`src/rtl/ccff_cfg_pkg.sv`:
```
// Shared types and sizing helpers for the ccff chain loader.
// Holds the FSM state encoding, the word-count arithmetic and the parity fold step.
package ccff_cfg_pkg;

  typedef enum logic [1:0] {
    ST_IDLE   = 2'd0,
    ST_LOAD   = 2'd1,
    ST_FINISH = 2'd2
  } ccff_state_e;

  function automatic int unsigned ceil_div(input int unsigned num, input int unsigned den);
    return (num + den - 32'd1) / den;
  endfunction

  // Number of bitstream words needed to cover the whole chain.
  function automatic int unsigned num_words(input int unsigned chain_len, input int unsigned word_w);
    return ceil_div(chain_len, word_w);
  endfunction

  function automatic logic parity_update(input logic acc, input logic en, input logic bit_v);
    return acc ^ (en & bit_v);
  endfunction

endpackage

```
`src/rtl/ccff_chain_loader_if.sv`:
```
// Bitstream word handshake plus the serial chain pins of the configuration fabric.
interface ccff_chain_loader_if #(
  parameter int WORD_W = 8
) ();

  logic              word_valid;
  logic [WORD_W-1:0] word_data;
  logic              word_ready;
  logic              ccff_head;
  logic              prog_clk_en;
  logic              ccff_tail;

  modport master (
    output word_valid, word_data, ccff_tail,
    input  word_ready, ccff_head, prog_clk_en
  );

  modport slave (
    input  word_valid, word_data, ccff_tail,
    output word_ready, ccff_head, prog_clk_en
  );

endinterface

```
`src/rtl/ccff_piso.sv`:
```
// Parallel-in serial-out word shifter, LSB first, with a per-load bit count.
// empty rises while the last valid bit is being presented, so a refill lands without a gap.
module ccff_piso #(
  parameter  int WORD_W = 8,
  localparam int CNT_W  = $clog2(WORD_W + 32'sd1)
) (
  input  logic              clk,
  input  logic              rst,
  input  logic              clr,
  input  logic              load,
  input  logic [WORD_W-1:0] load_data,
  input  logic [CNT_W-1:0]  load_bits,
  output logic              bit_valid,
  output logic              bit_out,
  output logic              empty
);

  logic [WORD_W-1:0] data_r;
  logic [CNT_W-1:0]  cnt_r;

  // Shift register and remaining-bit counter; a load takes priority over a shift.
  always_ff @(posedge clk) begin
    if (rst || clr) begin
      data_r <= {WORD_W{1'b0}};
      cnt_r  <= {CNT_W{1'b0}};
    end else if (load) begin
      data_r <= load_data;
      cnt_r  <= load_bits;
    end else if (cnt_r != {CNT_W{1'b0}}) begin
      data_r <= data_r >> 1;
      cnt_r  <= cnt_r - CNT_W'(1);
    end
  end

  assign bit_valid = (cnt_r != {CNT_W{1'b0}});
  assign bit_out   = data_r[0];
  assign empty     = (cnt_r <= CNT_W'(1));

endmodule

```
`src/rtl/ccff_chain_loader.sv`:
```
// Streams a word-wide bitstream into a serial configuration flop chain, gating the
// fabric clock so the chain advances exactly CHAIN_LEN times, and folds the tail parity.
module ccff_chain_loader
  import ccff_cfg_pkg::*;
#(
  parameter int CHAIN_LEN = 48,
  parameter int WORD_W    = 8
) (
  input  logic               prog_clk,
  input  logic               pReset,
  input  logic               start,
  ccff_chain_loader_if.slave bus,
  output logic               busy,
  output logic               done,
  output logic               tail_parity
);

  localparam int NUM_WORDS  = int'(num_words(CHAIN_LEN, WORD_W));
  localparam int LAST_REM   = CHAIN_LEN % WORD_W;
  localparam int LAST_BITS  = (LAST_REM == 32'sd0) ? WORD_W : LAST_REM;
  localparam int BIT_CNT_W  = $clog2(CHAIN_LEN + 32'sd1);
  localparam int WORD_CNT_W = $clog2(NUM_WORDS + 32'sd1);
  localparam int PISO_CNT_W = $clog2(WORD_W + 32'sd1);

  ccff_state_e           state_r;
  ccff_state_e           next_state_s;
  logic [BIT_CNT_W-1:0]  bit_cnt_r;
  logic [WORD_CNT_W-1:0] word_cnt_r;
  logic                  parity_acc_r;
  logic                  head_r;
  logic                  en_r;
  logic                  busy_r;
  logic                  done_r;
  logic                  tail_parity_r;

  logic                  ready_s;
  logic                  accept_s;
  logic                  shift_s;
  logic                  clr_s;
  logic                  finish_s;
  logic [PISO_CNT_W-1:0] load_bits_s;
  logic                  piso_valid_s;
  logic                  piso_bit_s;
  logic                  piso_empty_s;

  ccff_piso #(.WORD_W(WORD_W)) u_piso (
    .clk       (prog_clk),
    .rst       (pReset),
    .clr       (clr_s),
    .load      (accept_s),
    .load_data (bus.word_data),
    .load_bits (load_bits_s),
    .bit_valid (piso_valid_s),
    .bit_out   (piso_bit_s),
    .empty     (piso_empty_s)
  );

  // Next-state decode and the per-cycle handshake/shift strobes.
  always_comb begin
    next_state_s = state_r;
    ready_s      = 1'b0;
    accept_s     = 1'b0;
    shift_s      = 1'b0;
    clr_s        = 1'b0;
    finish_s     = 1'b0;
    load_bits_s  = PISO_CNT_W'(WORD_W);
    // The final word only carries the bits left over after the full words.
    if (word_cnt_r == WORD_CNT_W'(NUM_WORDS - 32'sd1)) begin
      load_bits_s = PISO_CNT_W'(LAST_BITS);
    end else begin
      load_bits_s = PISO_CNT_W'(WORD_W);
    end
    case (state_r)
      ST_IDLE: begin
        if (start) begin
          next_state_s = ST_LOAD;
          clr_s        = 1'b1;
        end else begin
          next_state_s = ST_IDLE;
        end
      end
      ST_LOAD: begin
        ready_s  = piso_empty_s && (word_cnt_r < WORD_CNT_W'(NUM_WORDS));
        accept_s = ready_s && bus.word_valid;
        shift_s  = piso_valid_s;
        if (bit_cnt_r == BIT_CNT_W'(CHAIN_LEN)) begin
          next_state_s = ST_FINISH;
          finish_s     = 1'b1;
        end else begin
          next_state_s = ST_LOAD;
        end
      end
      ST_FINISH: begin
        next_state_s = ST_IDLE;
      end
      default: begin
        next_state_s = ST_IDLE;
      end
    endcase
  end

  // State, counters, serial output register and parity accumulator.
  always_ff @(posedge prog_clk) begin
    if (pReset) begin
      state_r       <= ST_IDLE;
      bit_cnt_r     <= {BIT_CNT_W{1'b0}};
      word_cnt_r    <= {WORD_CNT_W{1'b0}};
      parity_acc_r  <= 1'b0;
      head_r        <= 1'b0;
      en_r          <= 1'b0;
      busy_r        <= 1'b0;
      done_r        <= 1'b0;
      tail_parity_r <= 1'b0;
    end else begin
      state_r <= next_state_s;
      busy_r  <= (next_state_s == ST_LOAD);
      done_r  <= finish_s;
      en_r    <= shift_s;
      if (shift_s) begin
        head_r <= piso_bit_s;
      end
      // The last enabled cycle's tail bit is folded in on the same edge that publishes.
      if (finish_s) begin
        tail_parity_r <= parity_update(parity_acc_r, en_r, bus.ccff_tail);
      end
      if (clr_s) begin
        bit_cnt_r    <= {BIT_CNT_W{1'b0}};
        word_cnt_r   <= {WORD_CNT_W{1'b0}};
        parity_acc_r <= 1'b0;
      end else begin
        if (shift_s) begin
          bit_cnt_r <= bit_cnt_r + BIT_CNT_W'(1);
        end
        if (accept_s) begin
          word_cnt_r <= word_cnt_r + WORD_CNT_W'(1);
        end
        parity_acc_r <= parity_update(parity_acc_r, en_r, bus.ccff_tail);
      end
    end
  end

  assign bus.word_ready  = ready_s;
  assign bus.ccff_head   = head_r;
  assign bus.prog_clk_en = en_r;
  assign busy            = busy_r;
  assign done            = done_r;
  assign tail_parity     = tail_parity_r;

endmodule

```
`src/flat_wrapper.sv`:
```
// flat-port wrapper written by rule: the top's interface ports become plain ports
module ccff_chain_loader_flat import ccff_cfg_pkg::*;
#(
  parameter int CHAIN_LEN = 48,
  parameter int WORD_W    = 8
)
  (prog_clk, pReset, start, busy, done, tail_parity, bus_word_valid, bus_word_data, bus_ccff_tail, bus_word_ready, bus_ccff_head, bus_prog_clk_en);
  ccff_chain_loader_if #(.WORD_W(WORD_W)) bus_i ();
  input  logic prog_clk;
  input  logic pReset;
  input  logic start;
  output logic busy;
  output logic done;
  output logic tail_parity;
  input wire logic [$bits(bus_i.word_valid)-1:0] bus_word_valid;
  input wire logic [$bits(bus_i.word_data)-1:0] bus_word_data;
  input wire logic [$bits(bus_i.ccff_tail)-1:0] bus_ccff_tail;
  output wire logic [$bits(bus_i.word_ready)-1:0] bus_word_ready;
  output wire logic [$bits(bus_i.ccff_head)-1:0] bus_ccff_head;
  output wire logic [$bits(bus_i.prog_clk_en)-1:0] bus_prog_clk_en;
  assign bus_i.word_valid = bus_word_valid;
  assign bus_i.word_data = bus_word_data;
  assign bus_i.ccff_tail = bus_ccff_tail;
  assign bus_word_ready = bus_i.word_ready;
  assign bus_ccff_head = bus_i.ccff_head;
  assign bus_prog_clk_en = bus_i.prog_clk_en;
  ccff_chain_loader #(.CHAIN_LEN(CHAIN_LEN), .WORD_W(WORD_W)) u_core (.prog_clk(prog_clk), .pReset(pReset), .start(start), .bus(bus_i), .busy(busy), .done(done), .tail_parity(tail_parity));
endmodule
```
`config.mk`:
```
export PLATFORM = sky130hd
export DESIGN_NAME = ccff_chain_loader_flat
export DESIGN_NICKNAME = d
export VERILOG_FILES = /design/src/rtl/ccff_cfg_pkg.sv /design/src/rtl/ccff_chain_loader_if.sv /design/src/rtl/ccff_piso.sv /design/src/rtl/ccff_chain_loader.sv /design/src/flat_wrapper.sv
export SDC_FILE = /design/constraint.sdc
export NUM_CORES = 1
export LEC_CHECK = 0
export CAP_MARGIN = 20
export CORE_MARGIN = 5
export CORE_UTILIZATION = 56
export CTS_BUF_LIST = sky130_fd_sc_hd__clkbuf_4
export DETAILED_ROUTE_END_ITERATION = 12
export GPL_TIMING_DRIVEN = 0
export PLACE_DENSITY = 0.88
export SKIP_LAST_GASP = 1
export SLEW_MARGIN = 20
export SYNTH_ARGS = -nofsm -noshare
export SYNTH_HDL_FRONTEND = slang
export SYNTH_SLANG_ARGS = --single-unit
export TNS_END_PERCENT = 50
```
`constraint.sdc`:
```
create_clock -name prog_clk -period 2.29 [get_ports prog_clk]
set_input_delay 0.687 -clock prog_clk [delete_from_list [all_inputs] [get_ports prog_clk]]
set_output_delay 0.687 -clock prog_clk [all_outputs]
set_load 0.05 [all_outputs]
```
== Word level (Yosys, flattened, before mapping) ==
Index checks and enable logic that the tools add are counted.
Cells by class
  eq/ne operators: 3
  bitwise logic cells: 2
  $lt $le $gt $ge: 2
  add/subtract/negate cells: 3
  muxes and demuxes: 14
  reduce and logical (&&, ||, !) cells: 8
Operator list (number)
  two-way mux 8 bit: 2
  two-way mux 1 bit: 8
  two-way mux 4 bit: 2
  adder 6 x 1 -> 6 bit (second input constant): 1
  == test 6 bit (second input constant): 1
  == test 2 x 1 -> 1 bit (second input constant): 2
  <= comparator 4 x 1 -> 1 bit (second input constant): 1
  case mux 2 bit (2 select lines): 1
  nonzero test 4 bit: 1
  OR reduction 2 bit: 2
  subtractor 4 x 1 -> 4 bit (second input constant): 1
  adder 3 x 1 -> 3 bit (second input constant): 1
  < comparator 3 bit (second input constant): 1
  logical AND 1 bit: 2
  logical NOT 2 bit: 1
  two-way mux 2 bit: 1
  nonzero test 2 bit: 1
  AND 1 bit: 1
  logical OR 1 bit: 1
  XOR 1 bit: 1
Word-level totals
  word-level logic and storage cells: 44
  bits of input ports: 13
  register bits after elaboration: 29

== Depth between registers and ports, before layout ==
Gate-level depths: netlist (run 1).
  depth in word-level cells: 5
  mapped depth: 7
  gate-level depth less buffers: 5

== Hierarchy ==
A second synthesis (run 1) with hierarchy kept.
Second synthesis, totals
  cells, all modules: 149
  area, all modules: 1340.0 sq um
By module, submodules not included
  ccff_chain_loader: area an instance 749.5 sq um, cells an instance 83, times used 1
  ccff_piso: area an instance 590.6 sq um, cells an instance 66, times used 1

== Least setup slack after synthesis (run 1) ==
No wires, ideal clock.
  kind: flip-flop to output port
  from: register u_core.u_piso.cnt_r[0]
  to: output port bus_word_ready
  slack: -0.374 ns
  buffers on the path: 1
  required time: 1.603 ns
  data arrival time: 1.977 ns
  cell stages (with the launch flop): 6
  path through: dfxtp_1 > inv_1 > ha_1 > o2bb2ai_1 > buf_2 > nor3_1
Between the ends
  longest elaborated chain between the ends: 3
RTL lines
  from (decl): line ccff_piso.sv:19  | logic [CNT_W-1:0] cnt_r;
  from (signal assigned): line ccff_piso.sv:25  | cnt_r <= {CNT_W{1'b0}};
  from (signal assigned): line ccff_piso.sv:28  | cnt_r <= load_bits;
  from (signal assigned): line ccff_piso.sv:31  | cnt_r <= cnt_r - CNT_W'(1);
  <= comparator 4 x 1 -> 1 bit: line ccff_piso.sv:37  | assign empty = (cnt_r <= CNT_W'(1));
  logical AND 1 bit: line ccff_chain_loader.sv:83  | ready_s = piso_empty_s && (word_cnt_r < WORD_CNT_W'(NUM_WORDS));
  two-way mux 1 bit: line ccff_chain_loader.sv:73  | case (state_r)
  to (decl): line flat_wrapper.sv:18  | output wire logic [$bits(bus_i.word_ready)-1:0] bus_word_ready;
Every way passes these cells.

== Final worst setup path (run 1) ==
Same ends and word-level chain as after synthesis.

==> flow_metrics.py, run 1 <==
metrics = {
    "status": {
        "status": "complete, no violations",
    },
    "drt": {
        "wl_per_cell_um": 15.8,
        "drt-pass1-iter-count": 4,
        "drcViolationCount": 0,
        "drtIter0Drc": 41,
        "drt-total-wl_um": 3170,
        "via_count": 1220,
        "drtAntennaViolNets": 0,
        "avgViaCountPerCell": 6.10,
    },
    "logic_synthesis": {
        "synthFlopType": "dfxtp_1",
        "synthTopCellsByCount": "28 x dfxtp_1, 10 x mux2i_1, 10 x nor4_1, 8 x a211oi_1, 8 x a21oi_1",
        "yosys.area.top_type": "dfxtp_1",
        "synth-edff-count": 0,
        "synth_seq_area_share_pct": 39.4,
        "synth_area_mm2": 0.00142,
        "synth.distinct_cells": 41,
        "syn-num-nets": 168,
        "ys_ff_latch": 28,
        "synth_most_common_cell": "dfxtp_1",
        "syn_area_per_cell_um2": 9.55,
        "ys_async_sr_fraction_pct": 0,
        "syn_inst": 149,
        "ys.warnings.count": 0,
        "yosys-top-cells-area": "dfxtp_1 39%, mux2i_1 7.0%, ha_1 5.3%",
        "synth_top_area_share_pct": 39.4,
    },
    "cts": {
        "cts-root-buf": "clkbuf_4",
        "cts_max_path_buffers": 2,
        "clock_sinks": 28,
        "numCtsBuffers": 3,
        "cts_tree": "yes",
        "h-tree-depth": 1,
        "hold_buffers": 0,
        "clk_pin_slew_worst_paths_ps": 140,
        "clock_latency_ps": 320,
    },
    "floorplan": {
        "dieArea_mm2": 0.00365,
        "io_pins": 19,
        "coreArea_mm2": 0.00245,
        "initial_utilization_pct": 58.0,
        "fp.dieH_um": 60.4,
        "num_rows": 18,
        "die_w_um": 60.4,
    },
    "finish": {
        "layout-drive-gt1-share_pct": 15.3,
        "nets": 191,
        "seq_area_um2": 566,
        "final_util_pct": 70.4,
        "area_growth_pct": 21.5,
        "design_area_mm2": 0.00173,
        "multiInputGateArea_um2": 813,
        "stdcell_count": 200,
        "fillers": 194,
        "n_antenna_cell": 0,
    },
    "global_routing": {
        "grt_pass1_vias": 1223,
        "grt_pass1_wl_um": 5370,
        "antenna_found_initial": 0,
        "grt_max_degree": 15,
        "grt_usage_pct": 19.2,
        "grt_overflow": 0,
    },
    "min_path": {
        "min_path_cells": 2,
        "holdPathEnd": "u_core.bit_cnt_r[5]",
        "min-delay-start": "u_core.bit_cnt_r[5]",
        "hold_path.class": "reg2reg",
    },
    "power_and_ir_drop": {
        "p_leak_nw": 0.583,
        "p_comb_share_pct": 57.3,
        "net-switching-power_mw": 0.801,
        "power_density_mw_per_mm2": 1100,
        "power_frac_seq_pct": 32.2,
        "p_sw_share_pct": 42.2,
        "clkPwrFrac_pct": 10.5,
        "ir_worst_vdd_mv": 0.832,
        "finalPower_mw": 1.90,
        "intPower_mw": 1.10,
    },
    "placed_design": {
        "place_inst": 197,
        "dpl-instance-area_mm2": 0.00165,
        "port-buffer-count": 18,
        "gp_congestion": 0.853,
        "dp_slack_ps": -392,
        "dp_hpwl_um": 2350,
    },
    "run": {
        "maxCapViolations": 0,
    },
    "critical_path": {
        "crit_slowest_cell": "dfxtp_4",
        "r2r_setup_slack_ps": 420,
        "crit_fanout": 6,
        "cpPeakStageDelay_ps": 410,
        "cp-end-kind": "output pin",
        "cp.arrival_ps": 1510,
        "cp-start-kind": "flop",
        "crit_path_cell_trace": "inv_4 > ha_4 > o2bb2ai_2 > buf_6 > nor3_4 > buf_6",
        "required_ps": 1600,
        "rr_startpoint": "u_core.u_piso.cnt_r[0]",
        "worst-path-stages": 6,
        "regToRegEndpoint": "u_core.u_piso.data_r[6]",
        "crit_top_cell": "buf_6",
        "r2r_cells": 6,
        "critPathKind": "reg2out",
        "path_delay_family": "flip-flops",
        "critPathBufInv": 3,
    },
    "sta": {
        "max-slew-margin-rel_pct": 60.6,
        "clock_skew_ps": 4.02,
        "final_max_slew_viol_count": 0,
        "min_period_ps": 2200,
        "max_freq_mhz": 455,
        "final-setup-viol-count": 0,
        "final.period_utilization_pct": 95.9,
        "worst_slack_ps": 93.2,
        "hold_violations": 0,
        "worstMarginPinSlew_ps": 586,
        "rsz0062_at_grt": "false",
    },
}
-- repair_timing --
action                     in CTS  in global routing
pin swaps                       0                  0
buffers inserted                0                  1
resized for setup              15                 10
setup endpoints to repair       2                  1
-- cells by family after synthesis --
family	count (synthesis)	synth area share, %
AND/OR/NAND/NOR	52	22.2
flip-flops	28	39.4
multiplexers	10	7.04
XOR/XNOR	3	1.85
buffers and inverters	17	6.60
AO/OA/AOI/OAI	33	17.7
adder cells (fa/ha/maj)	6	5.28
-- how the worst max path moves through the flow --
stage                           start              to  slack, ps
5_1_grt        u_core.u_piso.cnt_r[0]  bus_word_ready         10
6_report       u_core.u_piso.cnt_r[0]  bus_word_ready         90
3_5_place_dp   u_core.u_piso.cnt_r[0]  bus_word_ready       -390
2_1_floorplan  u_core.u_piso.cnt_r[0]  bus_word_ready         50
4_1_cts        u_core.u_piso.cnt_r[1]  bus_word_ready        -40
3_3_place_gp   u_core.u_piso.cnt_r[0]  bus_word_ready       -340
-- cell usage in the layout, fill, tap and decap left out, types with 2 or more instances in the layout --
cell and count:
buf_2 4, mux2i_1 10, inv_4 2, clkbuf_1 2, ha_4 2, a211oi_1 8, a21oi_1 8, nor3_1 4
or3b_1 2, nand2b_1 2, ha_1 4, nand2_1 3, dfxtp_1 26, nand3_1 6, nand4_1 2, or4_1 3
xnor2_1 2, nand3b_1 3, nor4_1 10, buf_6 3, nor2_1 7, inv_1 5, clkbuf_4 3, a2111oi_0 2
o31ai_1 3, or3b_2 3, o21ai_0 3, clkdlybuf4s50_1 16
-- power groups by stage --
stage                     registers [mW]  clock network (mW)  logic [mW]
after floorplan                    0.608                   0       0.751
after global placement             0.598                   0       0.924
after detailed placement           0.602                   0       0.972
after CTS                          0.594               0.205        1.01
after global routing               0.621               0.228        1.15
final                              0.612               0.199        1.09
-- routing by layer --
layer  routed length (um)  up-vias  global-route usage (%)
met1                 1410      582                    24.0
met2                 1650       28                    32.9
met3                   90        2                    2.55
li1                     -      608                       -
met5                    0        -                       0
met4                   17        0                    8.54
-- registers in the layout (all words and copies together), names as in the netlist --
signal	count
u_core.bit_cnt_r	6
u_core.busy	1
u_core.parity_acc_r	1
u_core.word_cnt_r	3
u_core.u_piso.cnt_r	4
u_core.u_piso.data_r	8
u_core.bus.ccff_head	1
u_core.state_r	2
u_core.bus.prog_clk_en	1
u_core.tail_parity	1
-- stage by stage --
| stage | setup TNS (ps) | hold slack (ps) |
|---|---|---|
| 3_5_place_dp | -392 | 479 |
| 6_report | 0 | 500 |
| 4_1_cts | -38.2 | 499 |
| 3_3_place_gp | -338 | 468 |
| 5_1_grt | 0 | 529 |
| 2_1_floorplan | 0 | 443 |
-- worst min-delay path, stage by stage (launching register included) --
cell and delay [ps]:
dfxtp_1 350, o31ai_1 60, a21oi_1 60
-- cell type report --
cell class	count	share of cell area, %
Inverter	7	1.81
Multi-Input combinational cell	104	47.1
Clock buffer	3	1.30
Buffer	9	4.06
Timing Repair Buffer	19	10.9
Tap cell	30	2.17
Sequential cell	28	32.7
Power figures use the tool's default switching activity.
==> run 2, diff against run 1 <==
CELL_PAD_IN_SITES_DETAIL_PLACEMENT = 0   (was default)
CELL_PAD_IN_SITES_GLOBAL_PLACEMENT = 1   (was default)
CORE_UTILIZATION = 43   (was 56)
==> run 2 against run 1 <==
Utilization down 13 points. Clock skew is 1.6 ps lower. Largest cell class unchanged. Hold slack got worse by 13 ps. Non-clock buffer count rose by 1. Clock-buffer cell count is the same. Via count is 0.66% lower. First-iteration DRC count grew 88%.
==> flow_metrics.py, run 2 (same netlist as run 1, synthesis figures left out) <==
metrics = {
    "status": {
        "status": "complete, no violations",
    },
    "critical_path": {
        "cp.arrival_ps": 1500,
        "crit_fanout": 8,
        "r2r_cells": 6,
        "cp-start-kind": "flop",
        "critPathKind": "reg2out",
        "cp-end-kind": "output pin",
        "crit_path_cell_trace": "inv_4 > ha_4 > o2bb2ai_4 > buf_6 > nor3_4 > buf_6",
        "required_ps": 1600,
        "crit_top_cell": "buf_6",
        "crit_slowest_cell": "dfxtp_4",
        "cpPeakStageDelay_ps": 390,
    },
    "placed_design": {
        "place_inst": 211,
        "dp_hpwl_um": 2390,
        "gp_congestion": 0.798,
        "dp_slack_ps": -384,
        "port-buffer-count": 18,
    },
    "drt": {
        "drt-pass1-iter-count": 4,
        "drcViolationCount": 0,
        "drtAntennaViolNets": 0,
        "wl_per_cell_um": 14.8,
        "avgViaCountPerCell": 5.64,
        "via_count": 1212,
        "drt-total-wl_um": 3170,
        "drtIter0Drc": 77,
    },
    "finish": {
        "layout-drive-gt1-share_pct": 15.8,
        "n_antenna_cell": 0,
        "area_growth_pct": 24.1,
        "stdcell_count": 215,
        "final_cell_mix": "26 x dfxtp_1, 16 x clkdlybuf4s50_1, 10 x mux2i_1, 10 x nor4_1",
        "nets": 192,
        "largestRegisters": "u_core.u_piso.data_r x8, u_core.bit_cnt_r x6, u_core.u_piso.cnt_r x4",
        "final_common_cell": "dfxtp_1",
        "largest_reg_flops": 8,
        "largest-register": "u_core.u_piso.data_r",
    },
    "power_and_ir_drop": {
        "clkPwrFrac_pct": 10.3,
        "ir_worst_vdd_mv": 0.696,
        "intPower_mw": 1.12,
        "p_comb_share_pct": 57.8,
        "p_sw_share_pct": 41.2,
        "net-switching-power_mw": 0.788,
        "power_density_mw_per_mm2": 1080,
        "p_leak_nw": 0.588,
        "power_frac_seq_pct": 32.0,
    },
    "floorplan": {
        "fp.dieH_um": 67.5,
        "dieArea_mm2": 0.00456,
        "num_rows": 20,
        "die_w_um": 67.5,
        "coreArea_mm2": 0.00310,
        "io_pins": 19,
        "initial_utilization_pct": 45.8,
    },
    "cts": {
        "h-tree-depth": 1,
        "clk_pin_slew_worst_paths_ps": 140,
        "clock_sinks": 28,
        "cts_tree": "yes",
        "clock_latency_ps": 320,
        "cts-root-buf": "clkbuf_4",
        "hold_buffers": 0,
        "numCtsBuffers": 3,
        "cts_max_path_buffers": 2,
    },
    "global_routing": {
        "grt_max_degree": 15,
        "grt_pass1_wl_um": 5380,
        "grt_usage_pct": 15.2,
        "grt_pass1_vias": 1196,
        "antenna_found_initial": 0,
        "grt_overflow": 0,
    },
    "sta": {
        "max_freq_mhz": 457,
        "rsz0062_at_grt": "false",
        "worstMarginPinSlew_ps": 557,
        "fin_setup_tns_ps": 0,
        "max-slew-margin-rel_pct": 62.6,
        "hold_violations": 0,
        "final_max_slew_viol_count": 0,
        "final-setup-viol-count": 0,
        "final.period_utilization_pct": 95.6,
        "min_period_ps": 2190,
        "timing.hold.ws_ps": 487,
        "clock_skew_ps": 2.44,
        "worst_slack_ps": 101,
    },
    "run": {
        "maxCapViolations": 0,
    },
    "min_path": {
        "min_path_cells": 2,
        "hold_path.class": "reg2reg",
    },
}
[run 2: changes by cell type in the layout (fill, tap and decap cells not counted)]
| cell | before | now |
|---|---|---|
| o2bb2ai_4 | 0 | 1 |
| o2bb2ai_2 | 1 | 0 |
| buf_4 | 1 | 2 |
[run 2: worst paths after layout]
kind	startpoint	endpoint	slack, ps
worst max register to register	u_core.u_piso.cnt_r[0]	u_core.u_piso.data_r[6]	460
worst min register to register	u_core.u_piso.data_r[0]	u_core.bus.ccff_head	490
worst min-delay path	u_core.u_piso.data_r[0]	u_core.bus.ccff_head	490
worst max-delay path	u_core.u_piso.cnt_r[0]	bus_word_ready	100
[run 2: metal layers]
layer / vias to the layer above / wire length [um] / part of all wire [%] / global-route usage (%)
li1: 611 / - / - / -
met1: 575 / 1340 / 42 / 18.1
met2: 24 / 1660 / 52 / 27.3
met3: 2 / 158 / 5.0 / 3.66
met4: 0 / 19 / 0.60 / 3.04
met5: - / 0 / 0 / 0
[run 2: final cells by class]
class	instances	area [um2]
fill	304	1340
timing repair buffer	20	195
clock buffer	3	22.5
inverter	7	31.3
tap	44	55.1
buffer	9	70.1
sequential	28	566
multi-input combinational	104	826
[run 2: power by group through the flow]
stage | clock [mW] | sequential, mW | combinational (mW)
after floorplan | 0 | 0.608 | 0.751
after global placement | 0 | 0.600 | 0.937
after detailed placement | 0 | 0.603 | 0.961
after CTS | 0.204 | 0.594 | 0.999
after global routing | 0.225 | 0.620 | 1.19
final | 0.196 | 0.611 | 1.10
[run 2: critical path, delay by kind of cell, from the launching register on]
family,cells,cell delay [ps]
fa+ha+maj,1,160
buf+inv,3,390
flops,1,390
compound gates,1,80
simple gates,1,160
[run 2: per-stage QoR]
| stage | utilization, % | total power [mW] | cell area [um2] |
|---|---|---|---|
| floorplan | - | 1.36 | 1430 |
| global placement | 53.6 | 1.54 | 1660 |
| detailed placement | 53.6 | 1.56 | 1660 |
| CTS | 55.0 | 1.80 | 1710 |
| global route | 56.9 | 2.03 | 1770 |
| finish | 56.9 | 1.91 | 1770 |
[run 2: repair_timing]
item | CTS | global route
buffers inserted | 0 | 2
resized for setup | 14 | 12
setup endpoints to repair | 2 | 1
pin swaps | 0 | 1
==> run 3, diff against run 2 <==
CELL_PAD_IN_SITES_DETAIL_PLACEMENT = default   (was 0)
CELL_PAD_IN_SITES_GLOBAL_PLACEMENT = default   (was 1)
CORE_UTILIZATION = 56   (was 43)
HOLD_SLACK_MARGIN = 0.1   (was default)
REMOVE_ABC_BUFFERS = 1   (was default)
==> run 3 against run 2 <==
Utilization increased by 11 points. Maximum frequency decreased by 1.3%. Die area decreased by 20%. Critical endpoint unchanged. Largest cell class unchanged.
==> flow_metrics.py, run 3 (same netlist as run 1, synthesis figures left out) <==
metrics = {
    "sta": {
        "final.period_utilization_pct": 96.9,
        "max-slew-margin-rel_pct": 44.0,
        "max_freq_mhz": 451,
        "clock_skew_ps": 18.3,
        "final-setup-viol-count": 0,
        "min_period_ps": 2220,
        "hold_violations": 0,
        "worstMarginPinSlew_ps": 837,
        "worst_slack_ps": 71.1,
        "final_max_slew_viol_count": 0,
        "timing.hold.ws_ps": 466,
        "rsz0062_at_grt": "true",
    },
    "global_routing": {
        "grt_max_degree": 21,
        "grt_pass1_vias": 1257,
        "grt_overflow": 0,
        "grt_pass1_wl_um": 5220,
        "antenna_found_initial": 0,
        "grt_usage_pct": 19.0,
    },
    "power_and_ir_drop": {
        "finalPower_mw": 1.80,
        "p_leak_nw": 0.558,
        "power_density_mw_per_mm2": 1080,
        "ir_worst_vdd_mv": 0.953,
    },
    "cts": {
        "clock_sinks": 28,
        "clk_pin_slew_worst_paths_ps": 160,
        "numCtsBuffers": 3,
        "cts-root-buf": "clkbuf_4",
        "cts_max_path_buffers": 2,
        "hold_buffers": 0,
        "cts_tree": "yes",
        "h-tree-depth": 1,
        "clock_latency_ps": 340,
    },
    "critical_path": {
        "cp-end-kind": "output pin",
        "critPathKind": "reg2out",
        "cp-start-kind": "flop",
        "required_ps": 1600,
        "crit_fanout": 4,
        "cp.arrival_ps": 1530,
        "crit_slowest_cell": "dfxtp_1",
        "cpPeakStageDelay_ps": 370,
        "crit_path_cell_trace": "inv_1 > ha_4 > o2bb2ai_4 > nor3_1 > buf_4",
    },
    "finish": {
        "largest-register": "u_core.u_piso.data_r",
        "area_growth_pct": 17.6,
        "multiInputGateArea_um2": 812,
        "final_common_cell": "dfxtp_1",
        "n_antenna_cell": 0,
        "largestRegisters": "u_core.u_piso.data_r x8, u_core.bit_cnt_r x6, u_core.u_piso.cnt_r x4",
        "stdcell_count": 192,
        "seq_area_um2": 561,
        "final_cell_mix": "28 x dfxtp_1, 16 x clkdlybuf4s50_1, 10 x mux2i_1, 10 x nor4_1",
        "nets": 182,
        "largest_reg_flops": 8,
        "fillers": 201,
        "layout-drive-gt1-share_pct": 10.5,
    },
    "drt": {
        "avgViaCountPerCell": 6.24,
        "drcViolationCount": 0,
        "drt-pass1-iter-count": 4,
        "drtAntennaViolNets": 0,
        "drtIter0Drc": 15,
        "drt-total-wl_um": 3110,
        "wl_per_cell_um": 16.2,
        "via_count": 1198,
    },
    "floorplan": {
        "initial_utilization_pct": 58.0,
        "io_pins": 19,
        "die_w_um": 60.4,
        "fp.dieH_um": 60.4,
        "coreArea_mm2": 0.00245,
        "dieArea_mm2": 0.00365,
        "num_rows": 18,
    },
    "run": {
        "maxCapViolations": 0,
    },
    "placed_design": {
        "dp_hpwl_um": 2170,
        "gp_congestion": 0.791,
        "place_inst": 187,
        "port-buffer-count": 18,
        "dp_slack_ps": -694,
    },
    "status": {
        "status": "complete, no violations",
    },
    "min_path": {
        "hold_path.class": "reg2reg",
    },
}
-- run 3: path summary, 6_finish.rpt --
path,from,endpoint,slack [ps],depth (start not counted)
max,u_core.u_piso.cnt_r[0],bus_word_ready,70,5
min,u_core.u_piso.data_r[0],u_core.bus.ccff_head,470,2
max reg2reg,u_core.u_piso.cnt_r[0],u_core.u_piso.data_r[5],270,5
min reg2reg,u_core.u_piso.data_r[0],u_core.bus.ccff_head,470,2
-- run 3: timing repair --
item	in CTS	in global routing
gates resized for setup	9	8
setup buffers	1	0
pin swaps	1	0
endpoints found under the setup margin	2	13
-- run 3: metal layers --
metal | routed length [um] | part of all wire [%] | GRT usage [%]
met4 | 48 | 1.5 | 7.59
met1 | 1310 | 42 | 20.0
met5 | 0 | 0 | 0
met3 | 111 | 3.6 | 4.68
met2 | 1640 | 53 | 36.0
-- run 3: worst max-delay path, delay by kind of cell, from the launching register on --
family          cells  cell delay [ps]
buf+inv             2              410
simple gates        1              170
compound gates      1               70
flops               1              370
fa+ha+maj           1              200
-- run 3: layout make-up --
class                      count  share of cell area, %
sequential                    28                   33.5
multi-input combinational    104                   48.5
tap                           30                   2.24
timing repair buffer          19                   11.0
inverter                       7                   1.57
clock inverter                 1                   1.80
clock buffer                   3                   1.35
-- run 3: per-stage QoR --
step / setup TNS [ps] / cell area (um2) / utilization, %
floorplan: -382 / 1360 / -
global placement: -5980 / 1570 / 64.1
detailed placement: -7000 / 1580 / 64.3
CTS: -75.6 / 1650 / 67.2
global route: -41.1 / 1670 / 68.1
finish: 0 / 1670 / 68.1
-- run 3: where the power goes --
part | internal, mW | switching, mW | total, mW
sequential | 0.545 | 0.0524 | 0.597
clock | 0.177 | 0.150 | 0.327
combinational | 0.337 | 0.538 | 0.875
